## config.mk

```make
export PLATFORM = sky130hd
export DESIGN_NAME = rr_arbiter4
export DESIGN_NICKNAME = d
export VERILOG_FILES = /design/src/rtl/rr_arbiter4.sv
export SDC_FILE = /design/constraint.sdc
export NUM_CORES = 1
export LEC_CHECK = 0
export BUFFER_PORTS_ARGS = -buffer_cell sky130_fd_sc_hd__buf_2
export CAP_MARGIN = 15
export CORE_MARGIN = 8
export CORE_UTILIZATION = 50
export DETAILED_ROUTE_END_ITERATION = 6
export GPL_TIMING_DRIVEN = 0
export HOLD_SLACK_MARGIN = 0.15
export MAX_ROUTING_LAYER = met4
export PLACE_DENSITY = 0.7
export REMOVE_ABC_BUFFERS = 1
export SYNTH_ARGS = -nofsm -noshare
export SYNTH_HDL_FRONTEND = slang
export SYNTH_SLANG_ARGS = --single-unit
```

## constraint.sdc

```tcl
create_clock -name clk -period 5.75 [get_ports clk]
set_input_delay 0.2875 -clock clk [delete_from_list [all_inputs] [get_ports clk]]
set_output_delay 0.2875 -clock clk [all_outputs]
set_load 0.02 [all_outputs]
```

## src/rtl/rr_arbiter4.sv

```systemverilog
// Four-way round-robin arbiter with registered one-hot grant, encoded grant index
// and an optional hold limit that forces rotation when other requesters wait.
module rr_arbiter4 #(
    parameter int unsigned MAX_HOLD = 8
) (
    input  logic       clk,
    input  logic       rst_n,
    input  logic [3:0] req,
    output logic [3:0] gnt,
    output logic [1:0] gnt_id,
    output logic       gnt_valid
);

    typedef enum logic [1:0] {
        IDLE  = 2'b00,
        GRANT = 2'b01
    } state_t;

    localparam logic [7:0] MAX_HOLD_C = 8'(MAX_HOLD);

    state_t     state_r, state_s;
    logic [3:0] gnt_r, gnt_s;
    logic [1:0] gnt_id_r, gnt_id_s;
    logic       gnt_valid_r, gnt_valid_s;
    logic [1:0] last_r, last_s;
    logic [7:0] hold_cnt_r, hold_cnt_s;
    logic [2:0] pick_idle_s;
    logic [2:0] pick_owner_s;
    logic [3:0] others_s;

    // Circular search starting at start; returns {found, index}. Lower offsets win.
    function automatic logic [2:0] rr_pick(input logic [3:0] r, input logic [1:0] start);
        logic [2:0] res;
        logic [1:0] idx;
        res = 3'b000;
        for (int i = 3; i >= 0; i--) begin
            idx = start + 2'(i);
            if (r[idx]) begin
                res = {1'b1, idx};
            end else begin
                res = res;
            end
        end
        return res;
    endfunction

    function automatic logic [3:0] onehot(input logic [1:0] id);
        return 4'b0001 << id;
    endfunction

    // Candidate picks for the idle and in-grant cases.
    always_comb begin
        pick_idle_s  = rr_pick(req, last_r + 2'd1);
        pick_owner_s = rr_pick(req, gnt_id_r + 2'd1);
        others_s     = req & ~onehot(gnt_id_r);
    end

    // Next-state and next-output logic; all outputs are registered below.
    always_comb begin
        state_s     = state_r;
        gnt_s       = gnt_r;
        gnt_id_s    = gnt_id_r;
        gnt_valid_s = gnt_valid_r;
        last_s      = last_r;
        hold_cnt_s  = hold_cnt_r;
        case (state_r)
            IDLE: begin
                if (pick_idle_s[2]) begin
                    gnt_s       = onehot(pick_idle_s[1:0]);
                    gnt_id_s    = pick_idle_s[1:0];
                    gnt_valid_s = 1'b1;
                    last_s      = pick_idle_s[1:0];
                    hold_cnt_s  = 8'd1;
                    state_s     = GRANT;
                end else begin
                    gnt_s       = 4'b0000;
                    gnt_valid_s = 1'b0;
                end
            end
            GRANT: begin
                if (!req[gnt_id_r] && (others_s != 4'b0000)) begin
                    gnt_s      = onehot(pick_owner_s[1:0]);
                    gnt_id_s   = pick_owner_s[1:0];
                    last_s     = pick_owner_s[1:0];
                    hold_cnt_s = 8'd1;
                end else if (!req[gnt_id_r]) begin
                    gnt_s       = 4'b0000;
                    gnt_valid_s = 1'b0;
                    hold_cnt_s  = 8'd0;
                    state_s     = IDLE;
                end else if ((MAX_HOLD_C != 8'd0) && (hold_cnt_r >= MAX_HOLD_C)
                             && (others_s != 4'b0000)) begin
                    // Owner still requesting: search from owner+1 puts it last.
                    gnt_s      = onehot(pick_owner_s[1:0]);
                    gnt_id_s   = pick_owner_s[1:0];
                    last_s     = pick_owner_s[1:0];
                    hold_cnt_s = 8'd1;
                end else if ((MAX_HOLD_C != 8'd0) && (hold_cnt_r >= MAX_HOLD_C)) begin
                    hold_cnt_s = MAX_HOLD_C;
                end else if (hold_cnt_r == 8'hFF) begin
                    hold_cnt_s = hold_cnt_r;
                end else begin
                    hold_cnt_s = hold_cnt_r + 8'd1;
                end
            end
            default: begin
                state_s     = IDLE;
                gnt_s       = 4'b0000;
                gnt_valid_s = 1'b0;
                hold_cnt_s  = 8'd0;
            end
        endcase
    end

    // State and output registers; last starts at 3 so requester 0 wins first.
    always_ff @(posedge clk or negedge rst_n) begin
        if (!rst_n) begin
            state_r     <= IDLE;
            gnt_r       <= 4'b0000;
            gnt_id_r    <= 2'b00;
            gnt_valid_r <= 1'b0;
            last_r      <= 2'd3;
            hold_cnt_r  <= 8'd0;
        end else begin
            state_r     <= state_s;
            gnt_r       <= gnt_s;
            gnt_id_r    <= gnt_id_s;
            gnt_valid_r <= gnt_valid_s;
            last_r      <= last_s;
            hold_cnt_r  <= hold_cnt_s;
        end
    end

    assign gnt       = gnt_r;
    assign gnt_id    = gnt_id_r;
    assign gnt_valid = gnt_valid_r;

endmodule

```

==> flow_metrics.env <==
export IMPL_status="finished, final reports clean"
export IMPL_dp_hpwl_um=1720
export IMPL_tightest_slew_ns=0.657
export IMPL_post_route_period_util=0.418
export IMPL_relSlewSlack=0.559
export IMPL_cts_clk_slew_worst_paths_ns=0.10
export IMPL_core_sq_um=2250
export IMPL_num_antenna_cells=0
export IMPL_async_reset_ff_frac=1.00
export IMPL_port_buffers=12
export IMPL_setup_tns_ns=0
export IMPL_ys_top_cells_by_area="dfrtp_1 33%, ha_1 6.2%, dfstp_2 4.4%"
export IMPL_num_fill_cells=214
export IMPL_hold_path_class="in -> reg"
export IMPL_syn_area_sq_um=1200
export IMPL_grt_ovfl_total=0
export IMPL_place_area_sq_um=1270
export IMPL_cts_max_level=1
export IMPL_hp_start="req[0]"
export IMPL_synth_edf_count=0
export IMPL_critical_path_arrival_ns=2.65
export IMPL_power_density_nw_per_um2=533
export IMPL_place_inst=155
export IMPL_finalHoldViolations=0
export IMPL_postCtsHoldBufs=1
export IMPL_finalNonFillerCells=160
export IMPL_skew_ns=0.000716
export IMPL_utilization=0.585
export IMPL_place_gp_congestion=0.854
export IMPL_max_cap_viol_count=0
export IMPL_r2r_end="gnt[1]$_DFFE_PN0P_"
export IMPL_yosys_area_top_type="dfrtp_1"
export IMPL_worstSetupPathType="reg -> reg"
export IMPL_period_minus_slack_ns=2.41
export IMPL_die_area_sq_um=4230
export IMPL_core_rowCount=17
export IMPL_io_pins=13
export IMPL_p_total_mw=0.704
export IMPL_cts_sinks=18
export IMPL_cts_tree="built"
export IMPL_final_common_cell="dfrtp_1"
export IMPL_initial_core_util=0.534
export IMPL_yosysWarningCount=0
export IMPL_grt_util_all_layers=0.123
export IMPL_drt_iter0_markers=47
export IMPL_detail_route_drc_violations=0
export IMPL_worstRegToRegCells=7
export IMPL_area_growth_pct=9.67
export IMPL_final_cell_mix="16 x dfrtp_1, 12 x buf_2, 8 x inv_1, 8 x nand2_1, 8 x nor2_1"
export IMPL_seq_area_frac_synth=0.376
export IMPL_rsz0062_at_grt="false"
export IMPL_die_h_um=65.1
export IMPL_wl_per_cell_um=14.6
export IMPL_synth_flop_cell="dfrtp_1"
export IMPL_min_to="state_r[0]$_DFFE_PN0P_"
export IMPL_setup_viol=0
export IMPL_syn_instance_count=118
export IMPL_vias=923
export IMPL_synth_top_area_share=0.333
export IMPL_grt_pass1_vias=938
export IMPL_finalWirelength_um=2340
export IMPL_finalInstanceArea_sq_um=1320
export IMPL_cts_resized=0
export IMPL_leakagePower_nw=0.594
export IMPL_antenna_found_initial=0
export IMPL_cp_required_ns=6.00
export IMPL_fin_nets=145
export IMPL_whs_path_depth=3
export IMPL_setup_ws_ns=3.34
export IMPL_dpl_worst_slack_ns=3.39
export IMPL_cp_start_kind="flop"
export IMPL_post_drt_via_cell_ratio=5.77
export IMPL_grt_max_degree=19
export IMPL_crit_path_max_fanout=10
export IMPL_ir_drop_mv=0.305
export IMPL_grt_pass1_wl_um=4170
export IMPL_cts_buffer_depth=2
export IMPL_r2r_start="gnt_id[0]$_DFFE_PN0P_"
export IMPL_dieWidth_um=65.1
export IMPL_timing_fmax_ghz=0.416
export IMPL_cts_root_buf="clkbuf_4"
export IMPL_end_kind="flop"
export IMPL_r2r_slack_ns=3.34
export IMPL_synth_seq_cells=18
export IMPL_drtAntennaViolNets=0
export IMPL_drv_slew=0
export IMPL_avgSynthCellArea_sq_um=10.2
export IMPL_timing_hold_ws_ns=0.397
export IMPL_synth_distinct_cells=50
export IMPL_cts_setup_buffers=0
export IMPL_first_pass_iters=4
export IMPL_insertion_delay_ns=0.30
export IMPL_layout_drive_gt1_share=0.295
export IMPL_cts_buffers=3
worst max path at each step:
stage,startpoint,to,slack [ns],depth (start not counted)
2_1_floorplan,gnt_id[0]$_DFFE_PN0P_,gnt[1]$_DFFE_PN0P_,3.58,7
3_3_place_gp,gnt_id[0]$_DFFE_PN0P_,last_r[0]$_DFFE_PN1P_,3.41,7
3_5_place_dp,gnt_id[0]$_DFFE_PN0P_,last_r[0]$_DFFE_PN1P_,3.39,7
4_1_cts,gnt_id[0]$_DFFE_PN0P_,gnt[1]$_DFFE_PN0P_,3.32,7
5_1_grt,gnt_id[0]$_DFFE_PN0P_,gnt[1]$_DFFE_PN0P_,3.14,7
6_report,gnt_id[0]$_DFFE_PN0P_,gnt[1]$_DFFE_PN0P_,3.34,7
layout make-up:
class,instances,area [sq um],area share
Clock buffer,4,36.3,0.0275
Inverter,8,30.0,0.0227
Multi-Input combinational cell,89,696,0.527
Sequential cell,18,453,0.343
Tap cell,28,35.0,0.0265
Timing Repair Buffer,13,70.1,0.0531
power breakdown:
group / leakage (nW) / internal [mW] / switching, mW
Sequential: 0.222 / 0.179 / 0.0497
Clock: 0.0210 / 0.0386 / 0.0412
Combinational: 0.351 / 0.186 / 0.209
flip-flops by register name (all words and copies together), names as in the netlist:
name	flops
hold_cnt_r	8
gnt	4
gnt_id	2
last_r	2
gnt_valid	1
state_r	1
routing by layer:
| metal | track usage | up-vias | share of wire |
|---|---|---|---|
| li1 | - | 458 | - |
| met1 | 0.151 | 449 | 0.48 |
| met2 | 0.196 | 13 | 0.49 |
| met3 | 0.0378 | 3 | 0.033 |
| met4 | 0.0218 | 0 | 0.0043 |
| met5 | - | - | 0 |
kinds of logic (layout without fill, tap and decap cells):
logic type | Yosys count | in the layout | share of synthesized area
AND/OR/NAND/NOR | 41 | 41 | 0.204
adder cells (fa/ha/maj) | 6 | 6 | 0.0624
flip-flops | 18 | 18 | 0.376
buffers and inverters | 11 | 25 | 0.0457
XOR/XNOR | 1 | 1 | 0.00728
AO/OA/AOI/OAI | 33 | 33 | 0.225
multiplexers | 8 | 8 | 0.0800
synthesized netlist by cell type, drive strengths merged, types with 2 or more instances:
| cell | number |
|---|---|
| ha | 6 |
| a21oi | 5 |
| o22a | 3 |
| o2111ai | 2 |
| nor2b | 3 |
| buf | 2 |
| and2 | 2 |
| nand2b | 4 |
| nor2 | 8 |
| mux2 | 3 |
| mux2i | 4 |
| a31oi | 3 |
| dfrtp | 16 |
| o22ai | 3 |
| o31ai | 2 |
| o21ai | 5 |
| and3 | 2 |
| nor3b | 3 |
| o21ba | 2 |
| inv | 8 |
| nand2 | 9 |
| nor4 | 2 |
| dfstp | 2 |
| or2b | 3 |
critical path, stage by stage (launching register included):
cell and delay (ns):
dfrtp_1 0.55, inv_1 0.11, ha_1 0.36, nor2b_1 0.15, o21a_1 0.18, a311oi_1 0.57, nor3b_1 0.27, o22a_1 0.16
Note: power is estimated with default switching activity, not from simulation.
